`config.mk`:
```
export PLATFORM = sky130hd
export DESIGN_NAME = sdram_ctrl
export DESIGN_NICKNAME = d
export VERILOG_FILES = /design/src/rtl/sdram_pkg.sv /design/src/rtl/sdram_refresh_timer.sv /design/src/rtl/sdram_ctrl.sv
export SDC_FILE = /design/constraint.sdc
export NUM_CORES = 1
export LEC_CHECK = 0
export CAP_MARGIN = 25
export CORE_MARGIN = 2
export CORE_UTILIZATION = 37
export CTS_BUF_LIST = sky130_fd_sc_hd__clkbuf_2 sky130_fd_sc_hd__clkbuf_4 sky130_fd_sc_hd__clkbuf_8
export DETAILED_ROUTE_END_ITERATION = 10
export HOLD_SLACK_MARGIN = 0.06
export PLACE_DENSITY = 0.69
export SLEW_MARGIN = 10
export SYNTH_ARGS = -nofsm -noshare
export SYNTH_HDL_FRONTEND = slang
export SYNTH_HIERARCHICAL = 1
export SYNTH_SLANG_ARGS = --single-unit
```
`constraint.sdc`:
```
create_clock -name clock -period 3.1 [get_ports clock]
set_input_delay 0.465 -clock clock [delete_from_list [all_inputs] [get_ports clock]]
set_output_delay 0.465 -clock clock [all_outputs]
set_load 0.01 [all_outputs]
```
`src/rtl/sdram_pkg.sv`:
```
// sdram_pkg: states, SDRAM command encodings and default timings.
// Shared by sdram_ctrl and sdram_refresh_timer (SDRAM_REFRESH_EN).
package sdram_pkg;

  typedef logic [3:0] state_t;

  localparam state_t S_IDLE = 4'd0;
  localparam state_t S_ACT  = 4'd1;
  localparam state_t S_RCD  = 4'd2;
  localparam state_t S_CMD  = 4'd3;
  localparam state_t S_DATA = 4'd4;
  localparam state_t S_PRE  = 4'd5;
  localparam state_t S_RP   = 4'd6;
  localparam state_t S_REF  = 4'd7;
  localparam state_t S_RFC  = 4'd8;

  // {CS, RAS, CAS, WE}, all active low
  typedef logic [3:0] cmd_t;

  localparam cmd_t C_DESEL = 4'b1111;
  localparam cmd_t C_NOP   = 4'b0111;
  localparam cmd_t C_ACT   = 4'b0011;
  localparam cmd_t C_READ  = 4'b0101;
  localparam cmd_t C_WRITE = 4'b0100;
  localparam cmd_t C_PRE   = 4'b0010;
  localparam cmd_t C_REF   = 4'b0001;

  localparam int DEF_BURST_LEN      = 8;
  localparam int DEF_TRCD           = 2;
  localparam int DEF_TRP            = 2;
  localparam int DEF_REFRESH_PERIOD = 512;
  localparam int DEF_TRFC           = 4;

endpackage

```
`src/rtl/sdram_refresh_timer.sv`:
```
// sdram_refresh_timer: free-running refresh interval counter.
// Raises a saturating pending flag; only built with SDRAM_REFRESH_EN.
module sdram_refresh_timer
  import sdram_pkg::*;
#(
  parameter int PERIOD = DEF_REFRESH_PERIOD
) (
  input  logic clock,
  input  logic reset,
  input  logic clr,
  output logic pending
);

  logic [31:0] cnt;
  logic        tick;

  assign tick = (cnt == 32'(PERIOD - 1));

  // count PERIOD clocks; a new tick never queues a second refresh
  always_ff @(posedge clock) begin
    if (reset) begin
      cnt     <= '0;
      pending <= 1'b0;
    end else begin
      cnt     <= tick ? '0 : cnt + 32'd1;
      pending <= tick | (pending & ~clr);
    end
  end

endmodule

```
`src/rtl/sdram_ctrl.sv`:
```
// sdram_ctrl: single-burst SDRAM controller, registered outputs.
// Define SDRAM_REFRESH_EN to build in the auto-refresh timer.
module sdram_ctrl
  import sdram_pkg::*;
#(
  parameter int BURST_LEN      = DEF_BURST_LEN,
  parameter int TRCD           = DEF_TRCD,
  parameter int TRP            = DEF_TRP,
  parameter int REFRESH_PERIOD = DEF_REFRESH_PERIOD,
  parameter int TRFC           = DEF_TRFC
) (
  input  logic        clock,
  input  logic        reset,
  input  logic        req,
  input  logic        rw,
  input  logic [1:0]  bank,
  input  logic [9:0]  row,
  input  logic [31:0] wdata,
  output logic        ack,
  output logic        wnext,
  output logic [31:0] rdata,
  output logic        rvalid,
  output logic        done,
  output logic        busy,
  output logic [1:0]  BS,
  output logic [9:0]  A,
  output logic        bar_CS,
  output logic        bar_RAS,
  output logic        bar_CAS,
  output logic        bar_WE,
  output logic        EnWData,
  output logic        EnRData,
  output logic [31:0] WData,
  input  logic [31:0] RData
);

  if (BURST_LEN < 1 || BURST_LEN > 9) begin : g_bl_chk
    $error("sdram_ctrl: BURST_LEN must be 1..9");
  end

  if (TRCD < 1 || TRP < 1 || REFRESH_PERIOD < 1) begin : g_t_chk
    $error("sdram_ctrl: TRCD, TRP, REFRESH_PERIOD must be >= 1");
  end

  localparam logic [15:0] LAST_BEAT = 16'(BURST_LEN - 1);
  localparam logic [15:0] RCD_LAST  = 16'(TRCD - 2);
  localparam logic [15:0] RP_LAST   = 16'(TRP - 1);
  localparam logic [15:0] RFC_LAST  = 16'((TRFC > 0) ? TRFC - 1 : 0);

  state_t      state, nxt;
  logic [15:0] cnt, nxt_cnt;
  cmd_t        cmd_q, nxt_cmd;
  logic        rw_q;
  logic        ref_pend;

`ifdef SDRAM_REFRESH_EN
  logic ref_clr;

  assign ref_clr = (state == S_IDLE) && ref_pend;

  sdram_refresh_timer #(
    .PERIOD(REFRESH_PERIOD)
  ) u_rfsh (
    .clock  (clock),
    .reset  (reset),
    .clr    (ref_clr),
    .pending(ref_pend)
  );
`else
  assign ref_pend = 1'b0;
`endif

  assign {bar_CS, bar_RAS, bar_CAS, bar_WE} = cmd_q;

  // next state and phase counter
  always_comb begin
    nxt     = state;
    nxt_cnt = cnt;
    case (state)
      S_IDLE: begin
        if (ref_pend) nxt = S_REF;
        else if (req) nxt = S_ACT;
        nxt_cnt = '0;
      end
      S_ACT: begin
        nxt     = (TRCD > 1) ? S_RCD : S_CMD;
        nxt_cnt = '0;
      end
      S_RCD: begin
        if (cnt == RCD_LAST) nxt = S_CMD;
        else nxt_cnt = cnt + 16'd1;
      end
      S_CMD: begin
        nxt     = S_DATA;
        nxt_cnt = '0;
      end
      S_DATA: begin
        if (cnt == LAST_BEAT) nxt = S_PRE;
        else nxt_cnt = cnt + 16'd1;
      end
      S_PRE: begin
        nxt     = S_RP;
        nxt_cnt = '0;
      end
      S_RP: begin
        if (cnt == RP_LAST) begin
          nxt     = S_IDLE;
          nxt_cnt = '0;
        end else nxt_cnt = cnt + 16'd1;
      end
      S_REF: begin
        nxt     = S_RFC;
        nxt_cnt = '0;
      end
      S_RFC: begin
        if (cnt == RFC_LAST) begin
          nxt     = S_IDLE;
          nxt_cnt = '0;
        end else nxt_cnt = cnt + 16'd1;
      end
      default: begin
        nxt     = S_IDLE;
        nxt_cnt = '0;
      end
    endcase
  end

  // command for the cycle the next state occupies
  always_comb begin
    nxt_cmd = C_NOP;
    unique case (1'b1)
      nxt == S_IDLE: nxt_cmd = C_DESEL;
      nxt == S_ACT:  nxt_cmd = C_ACT;
      nxt == S_CMD:  nxt_cmd = rw_q ? C_WRITE : C_READ;
      nxt == S_PRE:  nxt_cmd = C_PRE;
      nxt == S_REF:  nxt_cmd = C_REF;
      default:       nxt_cmd = C_NOP;
    endcase
  end

  // state plus every output registered from the next state;
  // wnext leads each write beat by one cycle so WData lines up
  always_ff @(posedge clock) begin
    if (reset) begin
      state   <= S_IDLE;
      cnt     <= '0;
      cmd_q   <= C_DESEL;
      rw_q    <= 1'b0;
      BS      <= '0;
      A       <= '0;
      WData   <= '0;
      EnWData <= 1'b0;
      EnRData <= 1'b0;
      ack     <= 1'b0;
      wnext   <= 1'b0;
      rvalid  <= 1'b0;
      rdata   <= '0;
      done    <= 1'b0;
      busy    <= 1'b0;
    end else begin
      state   <= nxt;
      cnt     <= nxt_cnt;
      cmd_q   <= nxt_cmd;
      if (nxt == S_ACT) begin
        rw_q <= rw;
        BS   <= bank;
      end
      A       <= (nxt == S_ACT) ? row : '0;
      if (wnext) WData <= wdata;
      EnWData <= (nxt == S_DATA) && rw_q;
      EnRData <= (nxt == S_DATA) && !rw_q;
      wnext   <= rw_q && ((nxt == S_CMD) ||
                 ((nxt == S_DATA) && (nxt_cnt != LAST_BEAT)));
      ack     <= (nxt == S_ACT);
      rvalid  <= EnRData;
      if (EnRData) rdata <= RData;
      done    <= (nxt == S_RP) && (nxt_cnt == RP_LAST);
      busy    <= (nxt != S_IDLE);
    end
  end

endmodule

```
After elaboration in Yosys (flattened, before gate mapping)
Index checks and enable logic that the tools add are counted.
Storage, ports and cells
  register bits after elaboration: 108
Operators by class
  $add $sub $neg: 1
  equality and inequality tests: 19
  muxes and demuxes: 13
  bitwise logic cells: 1
  reduce and logical (&&, ||, !) cells: 12
Operators with widths (count)
  two-way mux 16 bit: 4
  case mux 16 bit (4 select lines): 1
  case mux 4 bit (9 select lines): 1
  == test 16 x 1 -> 1 bit, second input constant: 2
  == test 4 x 3 -> 1 bit, second input constant: 8
  two-way mux 4 bit: 5
  case mux 4 bit (5 select lines): 1
  adder 16 x 1 -> 16 bit, second input constant: 1
  == test 16 x 2 -> 1 bit, second input constant: 1
  == test 16 x 3 -> 1 bit, second input constant: 1
  zero test 16 bit: 1
  inequality test 16 x 3 -> 1 bit, second input constant: 1
  == test 4 x 2 -> 1 bit, second input constant: 3
  == test 4 x 1 -> 1 bit, second input constant: 2
  zero test 4 bit: 2
  logical AND 1 bit: 5
  == test 4 bit, second input constant: 1
  nonzero test 4 bit: 1
  OR reduction 2 bit: 1
  zero test 1 bit: 1
  logical OR 1 bit: 1
  two-way mux 1 bit: 1
  NOT 1 bit: 1

Longest topological paths before layout
Gate-level depths: netlist of the first run.
  word-level depth: 7
  mapped depth: 10
  depth with buffers taken out: 10

Worst setup path before layout of the first run
Ideal clock, no wire load.
  path kind: reg-to-reg
  start: register cnt[0]
  end: register wnext
  data arrival time: 2.475 ns
  required time: 2.976 ns
  path slack: 0.501 ns
  stages on the path, launching flop included: 10
  path buffers: 0
  path through: dfxtp_1 -> ha_1 -> nand2_1 -> nor3_1 -> nand3_1 -> xnor2_1 -> o32a_1 -> or3_1 -> o41ai_2 -> a21oi_1
Between the ends
  cells in the longest elaborated chain, start to end: 7
  elaborated cells between the ends (all ways): 21
  classes of those cells: add/sub (1); eq/ne (6); mux (10); reduce/logical (4)
Ends and longest elaborated chain
  start, declared: line sdram_ctrl.sv:51  | logic [15:0] cnt, nxt_cnt;
  start signal, assigned: line sdram_ctrl.sv:162  | cnt <= nxt_cnt;
  adder 16 x 1 -> 16 bit, or another cell as far along
  two-way mux 16 bit, or another cell as far along: line sdram_ctrl.sv:116  | if (cnt == RFC_LAST) begin
  case mux 16 bit (4 select lines) / case mux 4 bit (9 select lines) (equally long branches): line sdram_ctrl.sv:79  | case (state)
  inequality test 16 x 3 -> 1 bit / == test 4 x 3 -> 1 bit (equally long branches): line sdram_ctrl.sv:173  | ((nxt == S_DATA) && (nxt_cnt != LAST_BEAT)));
  logical AND 1 bit: line sdram_ctrl.sv:173
  logical OR 1 bit *: line sdram_ctrl.sv:172  | wnext <= rw_q && ((nxt == S_CMD) ||
  logical AND 1 bit *: line sdram_ctrl.sv:172
  end signal, assigned: line sdram_ctrl.sv:172
  end, declared: line sdram_ctrl.sv:20  | output logic wnext,
Mark *: on every way between the ends. The rest lies on a longest branch, timed or not.
A chain may end at the register's enable or synchronous reset.

Worst setup path in the final report of the first run
  start: register cnt[10]
  end: register wnext
Same word-level chain as after synthesis.

==> results of run 1 <==
metal layers:
metal / up-vias / global-route usage (%)
met5: - / 0
met2: 154 / 30.4
met1: 1751 / 20.6
met4: 0 / 6.91
met3: 16 / 6.64
li1: 1827 / -
layout by cell type, fill, tap and decap left out, types with 3 or more instances in the layout:
cell and n:
nor2_1 92, mux2i_1 67, clkdlybuf4s50_1 165, ha_1 3, nor3b_1 6, nor2b_1 5, nor3_1 12, nand2_1 20
and2_1 11, and3_1 4, and4_1 3, dfxtp_1 106, xnor2_1 5, nand3_1 11, xor2_1 5, a21oi_1 10
buf_4 7, or4b_2 3, inv_1 6, clkbuf_8 11, o21ai_0 4
critical path: cells and delay by family (launching register included):
| kind | cells | cell delay, ns |
|---|---|---|
| AND/OR/NAND/NOR | 3 | 1.09 |
| AO/OA/AOI/OAI | 5 | 1.22 |
| flip-flops | 1 | 0.37 |
cells by family after synthesis:
logic type	share of synthesized area [%]
compound gates	5.81
xor+xnor	2.02
fa+ha+maj	0.867
buf+inv	3.99
flops	50.0
mux	15.8
simple gates	21.6
path summary, 6_finish.rpt:
kind | to | slack [ns] | cells after the start
max | wnext | 0.31 | 8
min | rdata[6] | 0.50 | 2
max reg2reg | wnext | 0.31 | 8
min reg2reg | rdata[6] | 0.50 | 2
area by class of cell:
| class | instances | area [um^2] |
|---|---|---|
| well taps | 143 | 179 |
| inverters | 6 | 22.5 |
| flip-flops and latches | 108 | 2160 |
| clock buffers | 12 | 159 |
| repair buffers | 173 | 1710 |
| fillers | 1047 | 5170 |
| multi-input cells | 304 | 1990 |
| clock inverters | 3 | 22.5 |
registers in the layout, summed over array words and instances, names as in the netlist, 2 cells and up:
name and flops:
WData 32, state 4, BS 2, cnt 16, cmd_q 4, rdata 32, A 10
power by group through the flow:
stage / clock network [mW] / logic [mW] / registers [mW]
detailed placement: 0 / 0.330 / 1.48
CTS: 0.843 / 0.332 / 1.45
global placement: 0 / 0.326 / 1.48
global route: 0.904 / 0.353 / 1.45
floorplan: 0 / 0.120 / 1.49
finish: 0.800 / 0.328 / 1.44
through the flow:
| step | instance area, um^2 | util [%] |
|---|---|---|
| floorplan | 4330 | - |
| global placement | 6070 | 53.1 |
| CTS | 6250 | 54.7 |
| finish | 6250 | 54.7 |
| detailed placement | 6070 | 53.1 |
| global route | 6250 | 54.7 |
==> metrics, run 1 <==
Placement Setup Slack=0.376 ns; PortBufs=166; Routed Antenna Nets=0; Synth cell types=56; final hold vios=0; CTS tree=yes; residual DRC count=0; PostCTS Resize Cnt=0; RSZ-0062 raised after global routing=false; DR top layer=met4; post-synthesis sequential area ratio=50.0%; syn nets=529; worst min path class=reg2reg; asr flop ratio synth=0%; status=complete, no violations; global-route wire length before repair=18100 um; DRT iter0 DRCs=199; max-cap viol count=0; Via density=5.00; worst skew pair latency=0.37 ns; Final Setup Violations=0; crit path cell chain=or4_4 > nor3_1 > and3_1 > o2111ai_1 > a21oi_1 > o311ai_1 > o41ai_2 > a21oi_1; Initial DRT Pass Iterations=4; layout cells sized above 1=6.93%; htree depth=3; dominant cells by area after synthesis=dfxtp_1, mux2i_1, nor2_1, nand2_1, and2_1; worst path arrival time=3.06 ns; critical path launch point type=register; met3 wire len=811 um; CP required=3.37 ns; worst hold slack=0.501 ns; CTS buffer count=9; Final period util=90.0%; initial core utilization=37.9%; most frequent cell after synthesis=dfxtp_1; # diodes=0; Worst path max stage delay=0.59 ns; GRT Util Overall=17.9%; DR WL met2=5550 um; Ys Warns=6; DIE AREA=0.0126 mm^2; die height=112 um; Crit-path slowest cell=or4_4; Synth top area share=50.0%; Synth area leader=dfxtp_1; Final TNS setup=0 ns; Final Wtd Congestion=0.925; Cells after DPL=734; chip width=112 um; post-route insts no fill=749; reg2reg start=cnt[10]; post-layout minimum cycle time=2.79 ns; synth cell count leaders=dfxtp_1, nor2_1, mux2i_1, nand2_1, clkbuf_1; Worst path most repeated cell=a21oi_1; Site Rows=39; EDFF count, synth=0; Total Power=2.57 mW; HPWL after DPL=8430 um; hold wc startpoint=rdata[6]; Area Growth Syn to Fin=44.4%; Max VDD drop=0.000309 V; FF+latch count, synth=108; slew margin rel.=57.2%; clock power share=31.1%; Mapped Area=0.00433 mm^2; antenna violations before repair=0; Int Pwr=1.96 mW; Final Max Slew Viols=0; fmax=0.359 GHz; logic gate share of total power=12.8%; NetSw=614 uW; WL per Instance=15.0 um; final layout net count=685; endpoint class of the critical path=register; ys flop type=dfxtp_1; routed length on met1=4630 um; clock-pin transition on the worst setup and hold timing paths=0.09 ns; postcts setup bufs=0; core box area=0.0114 mm^2; number of global-route vias before repair=3731; clk buf depth=2; leakage=2.19 nW; crit path launch=cnt[10]; largest net degree at the start of global routing=40; GR Overflow Total=0; I/O pins=167; Clk Tree Root Cell=clkbuf_8; hold buffers post-CTS=0; worst setup slack after layout=0.311 ns; switching portion of total power=23.9%; syn avg cell area=9.70 um^2; Sequential Power Share=56.1%; Total Wirelength=11200 um; worst clock skew=0.00817 ns; worst slew pin tran=0.641 ns; crit path kind=reg2reg; CTS Sinks=108; Post-Syn Instances=446; Critical Path Fanout Max=8; Vias=3748; pwr dens=412 mW/mm^2
Power figures use the tool's default switching activity.
==> run 2, diff against run 1 <==
--- a/config.mk
+++ b/config.mk
@@ -6,12 +6,12 @@
 export NUM_CORES = 1
 export LEC_CHECK = 0
 export CAP_MARGIN = 25
-export CORE_MARGIN = 2
 export CORE_UTILIZATION = 37
 export CTS_BUF_LIST = sky130_fd_sc_hd__clkbuf_2 sky130_fd_sc_hd__clkbuf_4 sky130_fd_sc_hd__clkbuf_8
 export DETAILED_ROUTE_END_ITERATION = 10
 export HOLD_SLACK_MARGIN = 0.06
-export PLACE_DENSITY = 0.69
+export PLACE_DENSITY = 0.72
+export SETUP_SLACK_MARGIN = 0.3
 export SLEW_MARGIN = 10
 export SYNTH_ARGS = -nofsm -noshare
 export SYNTH_HDL_FRONTEND = slang
==> constraint.sdc (replaced) <==
create_clock -name clock -period 2.27 [get_ports clock]
set_input_delay 0.3405 -clock clock [delete_from_list [all_inputs] [get_ports clock]]
set_output_delay 0.3405 -clock clock [all_outputs]
set_load 0.01 [all_outputs]
==> run 2 against run 1 <==
  * The run now ends with setup timing left
  * First-iteration DRC count down 3.5%
  * Largest cell class unchanged
  * Global-route usage up 2.2 points
  * Register-to-register slack worse by 0.56 ns
  * Worst setup slack worse by 0.56 ns
  * Via count up 6.2%
  * Largest power group unchanged
  * Sequential cell count unchanged
==> metrics, run 2 (synthesized netlist as in run 1, its figures left out) <==
worst path arrival time=2.78 ns; post-route insts no fill=805; clk buf depth=2; most common cell after layout, fill and taps aside=clkdlybuf4s50_1; Max VDD drop=0.000388 V; layout cells sized above 1=18.0%; Final Wtd Congestion=0.888; GR Overflow Total=0; DIE AREA=0.0121 mm^2; htree depth=3; status=complete, but fails checks; Clk Tree Root Cell=clkbuf_8; CTS tree=yes; worst hold slack=0.433 ns; Total Wirelength=12300 um; residual DRC count=0; Vias=3979; Total Power=3.64 mW; HPWL after DPL=8750 um; crit path kind=reg2reg; Worst path max stage delay=0.58 ns; worst skew pair latency=0.38 ns; chip width=110 um; DR WL met2=5900 um; commonest non-fill, non-tap cells in the layout=clkdlybuf4s50_1, dfxtp_1, nor2_1; RSZ-0062 raised after global routing=true; Placement Setup Slack=-0.353 ns; Final Setup Violations=7; worst clock skew=0.00867 ns; # diodes=0; final layout net count=742; final hold vios=0; reg2reg start=cnt[14]; leakage=2.54 nW; antenna violations before repair=0; hold buffers post-CTS=0; Crit-path slowest cell=or4_4; worst min path class=in2reg; failing checks=setup timing; Routed Antenna Nets=0; worst slew pin tran=0.560 ns; hold wc startpoint=reset; fmax=0.398 GHz; clock-pin transition on the worst setup and hold timing paths=0.09 ns; DR top layer=met4; core box area=0.0114 mm^2; slew margin rel.=62.1%; die height=110 um; worst setup slack after layout=-0.245 ns; endpoint class of the critical path=register; PortBufs=166; GRT Util Overall=20.1%; post-layout minimum cycle time=2.52 ns; met3 wire len=1160 um; CP required=2.53 ns; crit path cell chain=or4_4 > nor3_2 > and3_2 > o21ai_2 > o32a_1 > or3_4 > o41ai_2 > a21oi_1; WL per Instance=15.3 um; CTS buffer count=9; RR Endpoint=wnext; final core area utilization=60.1%; final instance area=0.00687 mm^2; Final Max Slew Viols=0; Cells after DPL=780; global-route wire length before repair=18600 um; number of global-route vias before repair=3936; DRT iter0 DRCs=192; I/O pins=167; CTS Sinks=108; routed length on met1=4890 um; Largest regs=WData (32), rdata (32), cnt (16); max-cap viol count=0; Final period util=111%; critical path launch point type=register; largest net degree at the start of global routing=34; Initial DRT Pass Iterations=4; Final TNS setup=-0.848 ns; Reg2Reg Setup Slack=-0.25 ns; Site Rows=39; Area Growth Syn to Fin=58.6%; initial core utilization=37.9%; Hold Path End=WData[6]; hold-critical path depth=2; Critical Path Fanout Max=4; Via density=4.94; dpl cell area=0.00644 mm^2; pwr dens=530 mW/mm^2; R2R depth=8
-- run 2: final cells by class --
| cell class | instances | area (um^2) |
|---|---|---|
| Clock buffer | 10 | 131 |
| Clock inverter | 4 | 52.6 |
| Fill cell | 996 | 4550 |
| Inverter | 6 | 22.5 |
| Multi-Input combinational cell | 304 | 2150 |
| Sequential cell | 108 | 2170 |
| Tap cell | 143 | 179 |
| Timing Repair Buffer | 230 | 2160 |
-- run 2: worst max-delay path by stage --
| stage | from | endpoint | slack [ns] | cells after the start |
|---|---|---|---|---|
| after floorplan | cnt[3] | wnext | -0.14 | 8 |
| after global placement | cnt[10] | wnext | -0.21 | 8 |
| after detailed placement | cnt[10] | wnext | -0.35 | 8 |
| after CTS | state[2] | wnext | -0.24 | 8 |
| after global routing | state[2] | wnext | -0.36 | 10 |
| final | cnt[14] | wnext | -0.25 | 8 |
-- run 2: power by group --
group | total, mW | leakage (nW) | switching [mW] | internal [mW]
Sequential | 1.97 | 0.876 | 0.0210 | 1.94
Combinational | 0.536 | 1.57 | 0.220 | 0.316
Clock | 1.13 | 0.0956 | 0.622 | 0.513
-- run 2: critical path, delay by kind of cell, from the launching register on --
| family | cells | cell delay, ns |
|---|---|---|
| simple gates | 4 | 1.42 |
| compound gates | 4 | 0.64 |
| flops | 1 | 0.33 |
-- run 2: timing repair --
| item | in CTS | in global routing |
|---|---|---|
| endpoints found under the hold margin | 0 | 0 |
| gates cloned | 0 | 0 |
| resized for setup | 25 | 9 |
| setup endpoints to repair | 22 | 23 |
| pin swaps | 12 | 5 |
| buffers inserted | 5 | 6 |
-- run 2: routing by layer --
layer | vias to the layer above | GRT usage, %
met5 | - | 0
met4 | 0 | 9.21
met3 | 30 | 8.58
met2 | 177 | 31.8
met1 | 1827 | 23.4
li1 | 1945 | -
